--- config.mk ---
export PLATFORM = sky130hd
export DESIGN_NAME = acq_sequencer
export DESIGN_NICKNAME = d
export VERILOG_FILES = /design/src/rtl/acq_sequencer.sv
export SDC_FILE = /design/constraint.sdc
export NUM_CORES = 1
export LEC_CHECK = 0
export ABC_CLOCK_PERIOD_IN_PS = 3300
export CAP_MARGIN = 30
export CORE_ASPECT_RATIO = 0.7
export CORE_UTILIZATION = 48
export CTS_CLUSTER_DIAMETER = 40
export DETAILED_ROUTE_END_ITERATION = 10
export PLACE_DENSITY = 0.76
export SYNTH_ARGS = -nofsm -noshare
export SYNTH_HDL_FRONTEND = slang
export SYNTH_SLANG_ARGS = --single-unit
--- constraint.sdc ---
create_clock -name clk -period 3.3 [get_ports clk]
set_input_delay 0.66 -clock clk [delete_from_list [all_inputs] [get_ports clk]]
set_output_delay 0.66 -clock clk [all_outputs]
set_load 0.005 [all_outputs]
--- src/rtl/acq_sequencer.sv ---
// Run-control sequencer for the stream test-data generator: walks IDLE/ARM/RUN/DRAIN/DONE,
// drives the generator enables and monitors the stream for packet ends, drops and stalls.
//
//   state | meaning
//   IDLE  | waiting for start, gen_en=00
//   ARM   | generator counter running, output gated, gen_en=01
//   RUN   | generator fully enabled, packets counted, watchdog armed, gen_en=11
//   DRAIN | output gated again while in-flight beats are still monitored, gen_en=01
//   DONE  | one-cycle done pulse, gen_en=00
module acq_sequencer #(
    parameter int unsigned ARM_CYCLES   = 16,
    parameter int unsigned DRAIN_CYCLES = 8,
    parameter int unsigned TIMEOUT      = 65535
) (
    input  logic        clk,
    input  logic        rst,
    input  logic        start,
    input  logic        abort,
    input  logic [15:0] num_packets,
    input  logic [31:0] incr_cfg,
    output logic [1:0]  gen_en,
    output logic [31:0] gen_incr,
    input  logic        gen_tvalid,
    input  logic        gen_tlast,
    input  logic        gen_tready,
    output logic        busy,
    output logic        done,
    output logic [15:0] pkt_count,
    output logic [15:0] drop_count,
    output logic        overflow,
    output logic        timed_out
);

    typedef enum logic [2:0] {S_IDLE, S_ARM, S_RUN, S_DRAIN, S_DONE} state_t;

    // Phase timers count down to zero; DRAIN always lasts at least one cycle.
    localparam logic [15:0]     ARM_LOAD   = 16'(ARM_CYCLES - 1);
    localparam logic [15:0]     DRAIN_LOAD = (DRAIN_CYCLES > 1) ? 16'(DRAIN_CYCLES - 1) : 16'd0;
    localparam int unsigned     IW         = (TIMEOUT < 2) ? 1 : $clog2(TIMEOUT + 1);
    localparam logic [IW-1:0]   IDLE_TC    = IW'(TIMEOUT - 1);

    state_t         state_q;
    logic [1:0]     gen_en_q;
    logic [31:0]    gen_incr_q;
    logic           busy_q;
    logic           done_q;
    logic [15:0]    num_pkts_q;
    logic [15:0]    pkt_count_q;
    logic [15:0]    drop_count_q;
    logic           overflow_q;
    logic           timed_out_q;
    logic [15:0]    timer_q;
    logic [IW-1:0]  idle_q;

    logic           monitor;
    logic           pkt_end;
    logic           drop_beat;
    logic           last_pkt;
    logic           timeout_hit;
    logic [15:0]    pkt_count_d;
    logic [15:0]    drop_count_d;

    assign monitor      = (state_q == S_RUN) || (state_q == S_DRAIN);
    assign pkt_end      = gen_tvalid & gen_tlast;
    assign drop_beat    = gen_tvalid & ~gen_tready;
    assign pkt_count_d  = pkt_count_q + 16'd1;
    assign drop_count_d = (drop_count_q == 16'hFFFF) ? drop_count_q : drop_count_q + 16'd1;
    assign last_pkt     = pkt_end && (num_pkts_q != 16'd0) && (pkt_count_d == num_pkts_q);
    assign timeout_hit  = (TIMEOUT != 0) && !gen_tvalid && (idle_q == IDLE_TC);

    always_ff @(posedge clk) begin
        if (rst) begin
            state_q      <= S_IDLE;
            gen_en_q     <= 2'b00;
            gen_incr_q   <= '0;
            busy_q       <= 1'b0;
            done_q       <= 1'b0;
            num_pkts_q   <= '0;
            pkt_count_q  <= '0;
            drop_count_q <= '0;
            overflow_q   <= 1'b0;
            timed_out_q  <= 1'b0;
            timer_q      <= '0;
            idle_q       <= '0;
        end else begin
            done_q <= 1'b0;
            if (monitor && pkt_end) pkt_count_q <= pkt_count_d;
            if (monitor && drop_beat) begin
                drop_count_q <= drop_count_d;
                overflow_q   <= 1'b1;
            end

            case (state_q)
                S_IDLE: begin
                    if (start) begin
                        num_pkts_q   <= num_packets;
                        gen_incr_q   <= incr_cfg;
                        pkt_count_q  <= '0;
                        drop_count_q <= '0;
                        overflow_q   <= 1'b0;
                        timed_out_q  <= 1'b0;
                        busy_q       <= 1'b1;
                        idle_q       <= '0;
                        if (ARM_CYCLES == 0) begin
                            state_q  <= S_RUN;
                            gen_en_q <= 2'b11;
                        end else begin
                            state_q  <= S_ARM;
                            gen_en_q <= 2'b01;
                            timer_q  <= ARM_LOAD;
                        end
                    end
                end
                S_ARM: begin
                    if (abort) begin
                        state_q <= S_DRAIN;
                        timer_q <= DRAIN_LOAD;
                    end else if (timer_q == 16'd0) begin
                        state_q  <= S_RUN;
                        gen_en_q <= 2'b11;
                        idle_q   <= '0;
                    end else begin
                        timer_q <= timer_q - 16'd1;
                    end
                end
                S_RUN: begin
                    if (gen_tvalid)        idle_q <= '0;
                    else if (TIMEOUT != 0) idle_q <= idle_q + 1'b1;
                    if (abort || last_pkt || timeout_hit) begin
                        state_q  <= S_DRAIN;
                        gen_en_q <= 2'b01;
                        timer_q  <= DRAIN_LOAD;
                    end
                    // An abort landing on the watchdog cycle is reported as an abort.
                    if (timeout_hit && !abort) timed_out_q <= 1'b1;
                end
                S_DRAIN: begin
                    if (timer_q == 16'd0) begin
                        state_q  <= S_DONE;
                        gen_en_q <= 2'b00;
                        done_q   <= 1'b1;
                    end else begin
                        timer_q <= timer_q - 16'd1;
                    end
                end
                S_DONE: begin
                    state_q <= S_IDLE;
                    busy_q  <= 1'b0;
                end
                default: begin
                    state_q  <= S_IDLE;
                    gen_en_q <= 2'b00;
                    busy_q   <= 1'b0;
                end
            endcase
        end
    end

    assign gen_en     = gen_en_q;
    assign gen_incr   = gen_incr_q;
    assign busy       = busy_q;
    assign done       = done_q;
    assign pkt_count  = pkt_count_q;
    assign drop_count = drop_count_q;
    assign overflow   = overflow_q;
    assign timed_out  = timed_out_q;

endmodule

==> summary.md, run 1 <==
### Setup path
• flop to flop — WS Path Type
• 3.10 ns — signal arrival time at the worst endpoint
• 3.56 ns — Crit path required time
• flop — CP endpoint kind
• flop — startpoint type of the worst setup path
• pkt_count[1] — beginning of the worst register-to-register path
• 11 — maximum fanout count along the critical path
• 0.46 ns — internal reg-to-reg setup slack
• timer_q[7] — terminus of the critical flop-to-flop path
• 8 — cell depth of the worst flop-to-flop path

### Logic synthesis
• 727 — cell count after synthesis
• 0 — proportion of synthesized flip-flops having asynchronous set or reset
• 0 — Synth warnings
• 0 — number of synthesized flops with an enable pin
• 7.92 sq um — mean cell area of the mapped netlist
• 0.421 — sequential element share of the synthesized area
• 5750 sq um — post-synthesis cell area
• sky130_fd_sc_hd__dfxtp_1 — leading register cell type out of synthesis
• 61 — count of unique library cells instantiated by Yosys
• 788 — syn nets
• 121 — number of synthesized register bits

### Finish
• 902 — Nets
• sky130_fd_sc_hd__nand2_1 — most common library cell in the layout ignoring fill and taps
• 35.1% — area added between synthesis and finish
• sky130_fd_sc_hd__nand2_1, sky130_fd_sc_hd__clkdlybuf4s50_1, sky130_fd_sc_hd__dfxtp_1 — commonest non-fill, non-tap cells in the layout
• 1011 — post-route insts no fill
• 945 — Filler Cell Count
• 7770 sq um — Non-Filler Cell Area, Final
• 0.665 — utilization after layout
• 0 — diode insertion count for antenna repair
• 0.0597 — share of final-layout standard cells stronger than drive strength 1

### Hold path
• gen_incr[7] — hold endpoint
• 2 — Hold Path Stages
• gen_incr[7] — Hold Crit Start
• flop to flop — path category of the worst min-delay check

### Detailed routing
• 5 — Initial DRT Pass Iterations
• 429 — initial DRC count
• 0 — post-detailed-route count of antenna-violating nets
• 5.64 — Via density
• 0 — post-route DRC violation count
• 15.5 mm — Final Routed Wirelength
• 15.3 um — mean routed wirelength per cell
• 5702 — overall via count from detail_route

### STA
• false — setup repair after global routing missed its margin
• 0 — Pins Over Slew Limit
• 0 — hold violation count in the final report
• 0.00951 ns — clock skew
• 353 MHz — Achievable Freq
• 0.556 — Worst slew margin
• 2.84 ns — Final min period
• 0 ns — accumulated negative setup slack
• 0.451 ns — hold slack final
• 0.859 — final clock period utilization by the worst path
• 0.465 ns — worst setup margin
• 0.666 ns — transition time at the pin with the least slew margin
• 0 — total of endpoints with negative setup slack in the final report

### Global route
• 0 — initial antenna violation count
• 25.4 mm — wire length of the first global-routing pass
• 0 — overflow left after global routing
• 65 — largest net degree at the start of global routing
• 0.256 — global-route total usage across every layer
• 5375 — number of global-route vias before repair

### Floorplanning
• 93.6 um — Die Y
• 133 um — Die X-Extent
• 0.492 — initial core utilization
• 12400 sq um — Die Footprint
• 33 — placement row count
• 125 — Ports
• 11700 sq um — core area

### Clock tree
• 0.05 ns — post-CTS clock slew at the launch and capture registers of the worst setup and hold paths
• 0 — post-cts resize count
• 0 — hold buffer count at CTS
• sky130_fd_sc_hd__clkbuf_16 — clock root cell
• 0 — setup repair bufs after CTS
• 2 — Clock Path Buffers
• done — CTS tree
• 4 — H-tree depth reported by CTS
• 121 — clk sinks
• 17 — number of buffers inserted during clock tree synthesis
• 0.41 ns — Clock Latency Late Sink

### Outcome
• complete, no violations — outcome

### Placed design
• 124 — PortBufs
• 0.946 — routability cong.
• 7110 sq um — standard cell area after detailed placement
• 979 — instance count after placement with tap cells included
• 10.9 mm — half-perimeter wire length after detailed placement
• 0.372 ns — Worst Setup Slack post-DPL

### Run
• 0 — max-cap viol count

### Pwr
• 2.79 nW — Leakage
• 4.69 mW — final total power
• 604 nW/um^2 — Pwr per Cell Area
• 0.454 mV — Max IR drop VDD

[where the power goes]
part / switching, mW / internal, mW / total, mW
combinational: 0.532 / 0.397 / 0.929
clock: 0.653 / 1.43 / 2.09
sequential: 0.106 / 1.57 / 1.68
total: 1.29 / 3.40 / 4.69
[cell type report]
| cell class | instances | area [sq um] | area share |
|---|---|---|---|
| timing repair buffer | 133 | 1300 | 0.168 |
| tap | 157 | 196 | 0.0253 |
| inverter | 11 | 41.3 | 0.00531 |
| clock buffer | 20 | 447 | 0.0575 |
| clock inverter | 12 | 220 | 0.0283 |
| sequential | 121 | 2420 | 0.312 |
| multi-input combinational | 557 | 3140 | 0.404 |
[state kept, by name, summed over array words and instances, names as in the netlist, 2 cells and up]
register    count
gen_incr       32
drop_count     16
idle_q         16
num_pkts_q     16
pkt_count      16
timer_q        16
state_q         3
gen_en          2
[metal layers]
layer	wire length, um	global-route usage	up-vias
li1	-	-	2780
met1	6790	0.326	2635
met5	0	0	-
met4	254	0.0872	0
met3	1670	0.103	23
met2	6760	0.392	264
[worst max-delay path: stages, from the launching register on]
cell	delay [ns]
sky130_fd_sc_hd__dfxtp_1	0.43
sky130_fd_sc_hd__ha_1	0.32
sky130_fd_sc_hd__nand3_1	0.23
sky130_fd_sc_hd__o32ai_1	0.35
sky130_fd_sc_hd__o221ai_1	0.21
sky130_fd_sc_hd__nor4_1	0.30
sky130_fd_sc_hd__and4_1	0.31
sky130_fd_sc_hd__a21o_1	0.39
sky130_fd_sc_hd__a311oi_1	0.16
[how the worst max path moves through the flow]
stage                      start            end  depth (start not counted)
finish              pkt_count[1]     timer_q[7]                          8
global route        pkt_count[1]    timer_q[14]                          8
CTS                 pkt_count[4]     timer_q[7]                          7
detailed placement    gen_tvalid  drop_count[9]                          7
global placement      gen_tvalid  drop_count[9]                          7
floorplan           pkt_count[0]    timer_q[14]                          9
[Yosys cell counts (3+ instances only)]
| library cell | number | share of area |
|---|---|---|
| sky130_fd_sc_hd__and2_1 | 4 | 0.0043 |
| sky130_fd_sc_hd__nand2b_1 | 5 | 0.0054 |
| sky130_fd_sc_hd__nand4b_1 | 3 | 0.0046 |
| sky130_fd_sc_hd__ha_1 | 6 | 0.013 |
| sky130_fd_sc_hd__buf_2 | 7 | 0.0061 |
| sky130_fd_sc_hd__xor2_1 | 25 | 0.038 |
| sky130_fd_sc_hd__o21ai_0 | 17 | 0.015 |
| sky130_fd_sc_hd__a21oi_1 | 69 | 0.060 |
| sky130_fd_sc_hd__o211ai_1 | 3 | 0.0039 |
| sky130_fd_sc_hd__a32o_1 | 4 | 0.0070 |
| sky130_fd_sc_hd__or4_1 | 4 | 0.0052 |
| sky130_fd_sc_hd__a211oi_1 | 5 | 0.0065 |
| sky130_fd_sc_hd__xnor2_1 | 27 | 0.041 |
| sky130_fd_sc_hd__and3_1 | 9 | 0.0098 |
| sky130_fd_sc_hd__nand3_1 | 31 | 0.027 |
| sky130_fd_sc_hd__o22ai_1 | 3 | 0.0033 |
| sky130_fd_sc_hd__nor3b_1 | 3 | 0.0039 |
| sky130_fd_sc_hd__a311oi_1 | 6 | 0.0091 |
| sky130_fd_sc_hd__inv_1 | 11 | 0.0072 |
| sky130_fd_sc_hd__clkbuf_1 | 28 | 0.018 |
| sky130_fd_sc_hd__or3_1 | 9 | 0.0098 |
| sky130_fd_sc_hd__nand2_1 | 143 | 0.093 |
| sky130_fd_sc_hd__nor3_1 | 14 | 0.012 |
| sky130_fd_sc_hd__a21o_1 | 3 | 0.0039 |
| sky130_fd_sc_hd__a31oi_1 | 8 | 0.0087 |
| sky130_fd_sc_hd__nand4_1 | 9 | 0.0098 |
| sky130_fd_sc_hd__nor2b_1 | 4 | 0.0043 |
| sky130_fd_sc_hd__nor4_1 | 11 | 0.012 |
| sky130_fd_sc_hd__nor2_1 | 81 | 0.053 |
| sky130_fd_sc_hd__dfxtp_1 | 121 | 0.42 |
| sky130_fd_sc_hd__and4_1 | 8 | 0.012 |
| sky130_fd_sc_hd__o311ai_1 | 5 | 0.0076 |
[logic make-up after synthesis]
kind of cell,after synthesis,share of synthesized area
multiplexers,3,0.00544
buffers and inverters,49,0.0348
AO/OA/AOI/OAI,148,0.163
XOR/XNOR,53,0.0833
flip-flops,121,0.421
AND/OR/NAND/NOR,347,0.280
adder cells (fa/ha/maj),6,0.0130
Note: power is estimated with default switching activity, not from simulation.
==> run 2, diff against run 1 <==
REMOVE_ABC_BUFFERS = 1   (was not set)
==> summary.md, run 2 (same netlist as run 1, synthesis figures left out) <==
### Clock tree
• sky130_fd_sc_hd__clkbuf_16 — clock root cell
• 4 — H-tree depth reported by CTS, unchanged
• 0 — post-cts resize count, unchanged
• 0.42 ns — Clock Latency Late Sink, about the same
• 0.06 ns — post-CTS clock slew at the launch and capture registers of the worst setup and hold paths, about the same
• 121 — clk sinks, unchanged
• 0 — hold buffer count at CTS, unchanged
• done — CTS tree
• 0 — setup repair bufs after CTS, unchanged
• 17 — number of buffers inserted during clock tree synthesis, unchanged
• 2 — Clock Path Buffers, unchanged

### Floorplanning
• 12400 sq um — Die Footprint, unchanged
• 0.492 — initial core utilization, unchanged
• 93.6 um — Die Y, unchanged
• 133 um — Die X-Extent, unchanged
• 125 — Ports, unchanged
• 33 — placement row count, unchanged
• 11700 sq um — core area, unchanged

### Pwr
• 0.421 mV — Max IR drop VDD, -7.2%
• 2.79 nW — Leakage, about the same
• 598 nW/um^2 — Pwr per Cell Area, -1.0%
• 1.33 mW — P_sw, +3.1%
• 0.198 — combinational cell fraction of total power, about the same
• 3.31 mW — Internal Pwr Total, -2.6%
• 0.441 — Clock power frac, -0.004
• 0.360 — sequential share of power, +0.003
• 0.287 — net switching share of the total power, +0.0116

### Placed design
• 0.864 — routability cong., -8.7%
• 981 — instance count after placement with tap cells included, +0.20%
• 124 — PortBufs, unchanged
• 10.8 mm — half-perimeter wire length after detailed placement, -1.3%

### Global route
• 57 — largest net degree at the start of global routing, -12%
• 5293 — number of global-route vias before repair, -1.5%
• 0.254 — global-route total usage across every layer, -0.00268
• 0 — initial antenna violation count, unchanged
• 0 — overflow left after global routing, unchanged
• 25.1 mm — wire length of the first global-routing pass, -1.2%

### Hold path
• flop to flop — path category of the worst min-delay check

### STA
• 0 — total of endpoints with negative setup slack in the final report, unchanged
• 0 ns — accumulated negative setup slack, unchanged
• 0.883 — final clock period utilization by the worst path, +0.0236
• 2.91 ns — Final min period, +0.0777 ns
• 0 — Pins Over Slew Limit, unchanged
• 0.625 — Worst slew margin, +0.0691
• 0.557 ns — transition time at the pin with the least slew margin, -0.109 ns
• 343 MHz — Achievable Freq, -2.7%
• 0 — hold violation count in the final report, unchanged
• 0.0150 ns — clock skew, +0.00552 ns
• false — setup repair after global routing missed its margin

### Setup path
• flop — startpoint type of the worst setup path
• flop — CP endpoint kind
• 11 — maximum fanout count along the critical path, unchanged
• 3.56 ns — Crit path required time, about the same
• flop to flop — WS Path Type
• 3.17 ns — signal arrival time at the worst endpoint, +0.07 ns

### Finish
• 3140 sq um — total area of multi-input combinational cells, unchanged
• sky130_fd_sc_hd__nand2_1 — most common library cell in the layout ignoring fill and taps
• 904 — Nets, +0.22%
• 2420 sq um — area occupied by registers, unchanged
• 950 — Filler Cell Count, +0.53%
• 35.1% — area added between synthesis and finish, about the same
• 0 — diode insertion count for antenna repair, unchanged
• 1013 — post-route insts no fill, +0.20%
• 0.0631 — share of final-layout standard cells stronger than drive strength 1, +0.00337
• sky130_fd_sc_hd__nand2_1, sky130_fd_sc_hd__clkdlybuf4s50_1, sky130_fd_sc_hd__dfxtp_1 — commonest non-fill, non-tap cells in the layout
• 32 — flip-flop count of the largest register after layout, unchanged

### Detailed routing
• 15.3 um — mean routed wirelength per cell, +0.18%
• 470 — initial DRC count, +9.6%
• 4 — Initial DRT Pass Iterations, -1
• 15.5 mm — Final Routed Wirelength, +0.37%
• 0 — post-detailed-route count of antenna-violating nets, unchanged
• 0 — post-route DRC violation count, unchanged
• 5715 — overall via count from detail_route, +0.23%
• 5.64 — Via density, about the same

### Run
• 0 — max-cap viol count, unchanged

### Outcome
• complete, no violations — outcome

[run 2: cell types whose count changed in the layout (fill, tap and decap cells not counted), sizes merged]
| cell | change |
|---|---|
| buf | +2 |
| clkbuf | -2 |
| clkinv | +2 |
| bufinv | -1 |
| inv | +1 |
[run 2: final cells by class]
cell class	count	area share
multi-input combinational	557	0.405
sequential	121	0.312
timing repair buffer	135	0.170
clock buffer	18	0.0552
clock inverter	14	0.0283
tap	157	0.0253
inverter	11	0.00531
[run 2: path summary, 6_finish.rpt]
| path | to | depth (start not counted) | startpoint | slack (ns) |
|---|---|---|---|---|
| max | timer_q[11] | 8 | pkt_count[1] | 0.39 |
| max reg2reg | timer_q[11] | 8 | pkt_count[1] | 0.39 |
| min reg2reg | gen_incr[3] | 2 | gen_incr[3] | 0.45 |
| min | gen_incr[3] | 2 | gen_incr[3] | 0.45 |
[run 2: through the flow]
stage / power, mW / hold WS, ns / util / instance area, sq um / worst slack (ns)
after floorplan: 2.22 / 0.447 / - / 5600 / 0.558
after global placement: 2.57 / 0.442 / 0.610 / 7120 / 0.431
after detailed placement: 2.61 / 0.446 / 0.610 / 7120 / 0.293
after CTS: 4.66 / 0.454 / 0.665 / 7770 / 0.494
after global routing: 4.85 / 0.472 / 0.665 / 7770 / 0.122
final: 4.65 / 0.453 / 0.665 / 7770 / 0.387
[run 2: worst max-delay path, stage by stage (launching register included)]
cell and delay, ns:
sky130_fd_sc_hd__dfxtp_1 0.42, sky130_fd_sc_hd__ha_1 0.29, sky130_fd_sc_hd__nand3_1 0.22, sky130_fd_sc_hd__o32ai_1 0.41
sky130_fd_sc_hd__o221ai_1 0.20, sky130_fd_sc_hd__nor4_1 0.31, sky130_fd_sc_hd__and4_1 0.31, sky130_fd_sc_hd__a21o_1 0.41
sky130_fd_sc_hd__a311oi_1 0.18
[run 2: per-layer routing]
metal / track usage / part of all wire / vias up
li1: - / - / 2785
met1: 0.330 / 0.46 / 2718
met2: 0.408 / 0.46 / 195
met3: 0.0737 / 0.070 / 17
met4: 0.0728 / 0.011 / 0
met5: 0 / 0 / -
[run 2: power groups by stage]
stage	combinational, mW	sequential [mW]	clock, mW
detailed placement	0.907	1.70	0
CTS	0.914	1.67	2.07
finish	0.922	1.67	2.05
global placement	0.879	1.69	0
floorplan	0.540	1.68	0
global route	1.02	1.69	2.14
==> run 3, diff against run 2 <==
ABC_CLOCK_PERIOD_IN_PS = 2500   (was 3300)
CORE_UTILIZATION = 46   (was 48)
clock period = 2.5 ns   (was 3.3 ns; I/O delays follow)
==> summary.md, run 3 (same netlist as run 1, synthesis figures left out) <==
### Outcome
• complete, no violations — outcome

### Floorplanning
• 33 — placement row count, unchanged
• 125 — Ports, unchanged
• 11900 sq um — core area, +2.1%
• 0.482 — initial core utilization, -0.0102
• 136 um — Die X-Extent, +2.1%
• 13000 sq um — Die Footprint, +4.3%
• 95.6 um — Die Y, +2.1%

### Setup path
• flop — CP endpoint kind
• flop to flop — WS Path Type
• 6 — maximum fanout count along the critical path, -5
• flop — startpoint type of the worst setup path
• 0.04 ns — internal reg-to-reg setup slack, -0.35 ns
• 2.81 ns — Crit path required time, -0.75 ns
• 2.78 ns — signal arrival time at the worst endpoint, -0.39 ns

### Finish
• sky130_fd_sc_hd__nand2_1 — most common library cell in the layout ignoring fill and taps
• sky130_fd_sc_hd__nand2_1, sky130_fd_sc_hd__clkdlybuf4s50_1, sky130_fd_sc_hd__dfxtp_1 — commonest non-fill, non-tap cells in the layout
• 32 — flip-flop count of the largest register after layout, unchanged
• 0.143 — share of final-layout standard cells stronger than drive strength 1, +0.0799
• 43.0% — area added between synthesis and finish
• 0.690 — utilization after layout, +0.0246
• 0 — diode insertion count for antenna repair, unchanged
• 950 — Nets, +5.1%
• 8230 sq um — Non-Filler Cell Area, Final, +5.9%

### STA
• 0.986 — final clock period utilization by the worst path, +0.103
• 0.516 ns — transition time at the pin with the least slew margin, -0.0417 ns
• 406 MHz — Achievable Freq, +18%
• true — setup repair after global routing missed its margin
• 0 — total of endpoints with negative setup slack in the final report, unchanged
• 2.46 ns — Final min period, -0.449 ns
• 0 ns — accumulated negative setup slack, unchanged
• 0 — hold violation count in the final report, unchanged
• 0.453 ns — hold slack final, +0.000153 ns
• 0.0177 ns — clock skew, +0.00262 ns
• 0.0359 ns — worst setup margin, -0.351 ns
• 0.656 — Worst slew margin, +0.0312
• 0 — Pins Over Slew Limit, unchanged

### Pwr
• 4.08 mW — Internal Pwr Total, +23%
• 725 nW/um^2 — Pwr per Cell Area, +21%
• 0.317 — net switching share of the total power, +0.0301
• 0.632 mV — Max IR drop VDD, +50%
• 0.403 — Clock power frac, -0.038
• 0.228 — combinational cell fraction of total power, +0.030
• 1.89 mW — P_sw, +42%
• 0.370 — sequential share of power, +0.010
• 3.04 nW — Leakage, +8.7%

### Clock tree
• 0.07 ns — post-CTS clock slew at the launch and capture registers of the worst setup and hold paths, about the same
• 121 — clk sinks, unchanged
• 0.42 ns — Clock Latency Late Sink, about the same
• 2 — Clock Path Buffers, unchanged
• done — CTS tree
• 17 — number of buffers inserted during clock tree synthesis, unchanged
• 4 — H-tree depth reported by CTS, unchanged
• sky130_fd_sc_hd__clkbuf_16 — clock root cell

### Detailed routing
• 17.1 mm — Final Routed Wirelength, +10%
• 16.1 um — mean routed wirelength per cell, +5.3%
• 5987 — overall via count from detail_route, +4.8%
• 5 — Initial DRT Pass Iterations, +1
• 5.65 — Via density, +0.21%
• 0 — post-detailed-route count of antenna-violating nets, unchanged
• 0 — post-route DRC violation count, unchanged
• 564 — initial DRC count, +20%

### Hold path
• flop to flop — path category of the worst min-delay check

### Run
• 0 — max-cap viol count, unchanged

### Global route
• 0 — initial antenna violation count, unchanged
• 52 — largest net degree at the start of global routing, -8.8%
• 27.2 mm — wire length of the first global-routing pass, +8.3%
• 0 — overflow left after global routing, unchanged
• 5569 — number of global-route vias before repair, +5.2%
• 0.269 — global-route total usage across every layer, +0.0153

### Placed design
• -0.128 ns — Worst Setup Slack post-DPL, -0.421 ns
• 11.9 mm — half-perimeter wire length after detailed placement, +11%
• 124 — PortBufs, unchanged
• 7470 sq um — standard cell area after detailed placement, +4.9%
• 0.857 — routability cong., -0.79%

[run 3: cell count changes in the layout (fill, tap and decap cells not counted), moves of 3 or more]
| cell | before | now |
|---|---|---|
| sky130_fd_sc_hd__inv_6 | 2 | 5 |
| sky130_fd_sc_hd__dfxtp_2 | 0 | 9 |
| sky130_fd_sc_hd__dfxtp_1 | 121 | 112 |
| sky130_fd_sc_hd__bufinv_16 | 5 | 1 |
| sky130_fd_sc_hd__inv_8 | 0 | 3 |
| sky130_fd_sc_hd__buf_4 | 11 | 52 |
[run 3: layer usage]
metal	up-vias	part of all wire	global-route usage
met5	-	0	0
met4	0	0.0095	0.0815
met3	16	0.071	0.0680
met2	228	0.47	0.435
met1	2866	0.45	0.352
li1	2877	-	-
[run 3: worst max-delay path, stage by stage (launching register included)]
cell,delay (ns)
sky130_fd_sc_hd__dfxtp_2,0.40
sky130_fd_sc_hd__nand4_4,0.16
sky130_fd_sc_hd__or4_1,0.50
sky130_fd_sc_hd__a32o_1,0.26
sky130_fd_sc_hd__o21ai_4,0.18
sky130_fd_sc_hd__a31oi_2,0.13
sky130_fd_sc_hd__or3_4,0.42
sky130_fd_sc_hd__o41ai_4,0.30
[run 3: worst paths after layout]
| kind | start | end | cells past startpoint |
|---|---|---|---|
| hold reg to reg | gen_incr[4] | gen_incr[4] | 2 |
| hold / removal | gen_incr[4] | gen_incr[4] | 2 |
| setup / recovery | pkt_count[4] | gen_en[1] | 7 |
| setup reg to reg | pkt_count[4] | gen_en[1] | 7 |
[run 3: final cells by class]
type | count | area (sq um)
repair buffers | 181 | 1690
clock inverters | 15 | 156
fillers | 901 | 3700
well taps | 157 | 196
inverters | 11 | 41.3
flip-flops and latches | 121 | 2430
clock buffers | 17 | 425
multi-input cells | 557 | 3280
[run 3: repair_timing]
action                                  4_1_cts  5_1_grt
gates cloned                                  0        1
setup buffers                                 2        0
resized for setup                            16       18
hold buffers                                  0        0
endpoints found under the setup margin       13       16
endpoints found under the hold margin         0        0
pin swaps                                     8        5
[run 3: power groups by stage]
stage	clock network [mW]	registers [mW]	logic, mW
CTS	2.43	2.20	1.31
floorplan	0	2.22	0.713
global route	2.53	2.22	1.49
detailed placement	0	2.24	1.28
finish	2.40	2.21	1.36
global placement	0	2.23	1.24
[run 3: metrics by stage]
stage,power (mW),cells
final,5.97,1059
after global routing,6.24,1059
after CTS,5.94,1058
after detailed placement,3.52,1024
after global placement,3.47,1024
after floorplan,2.93,689
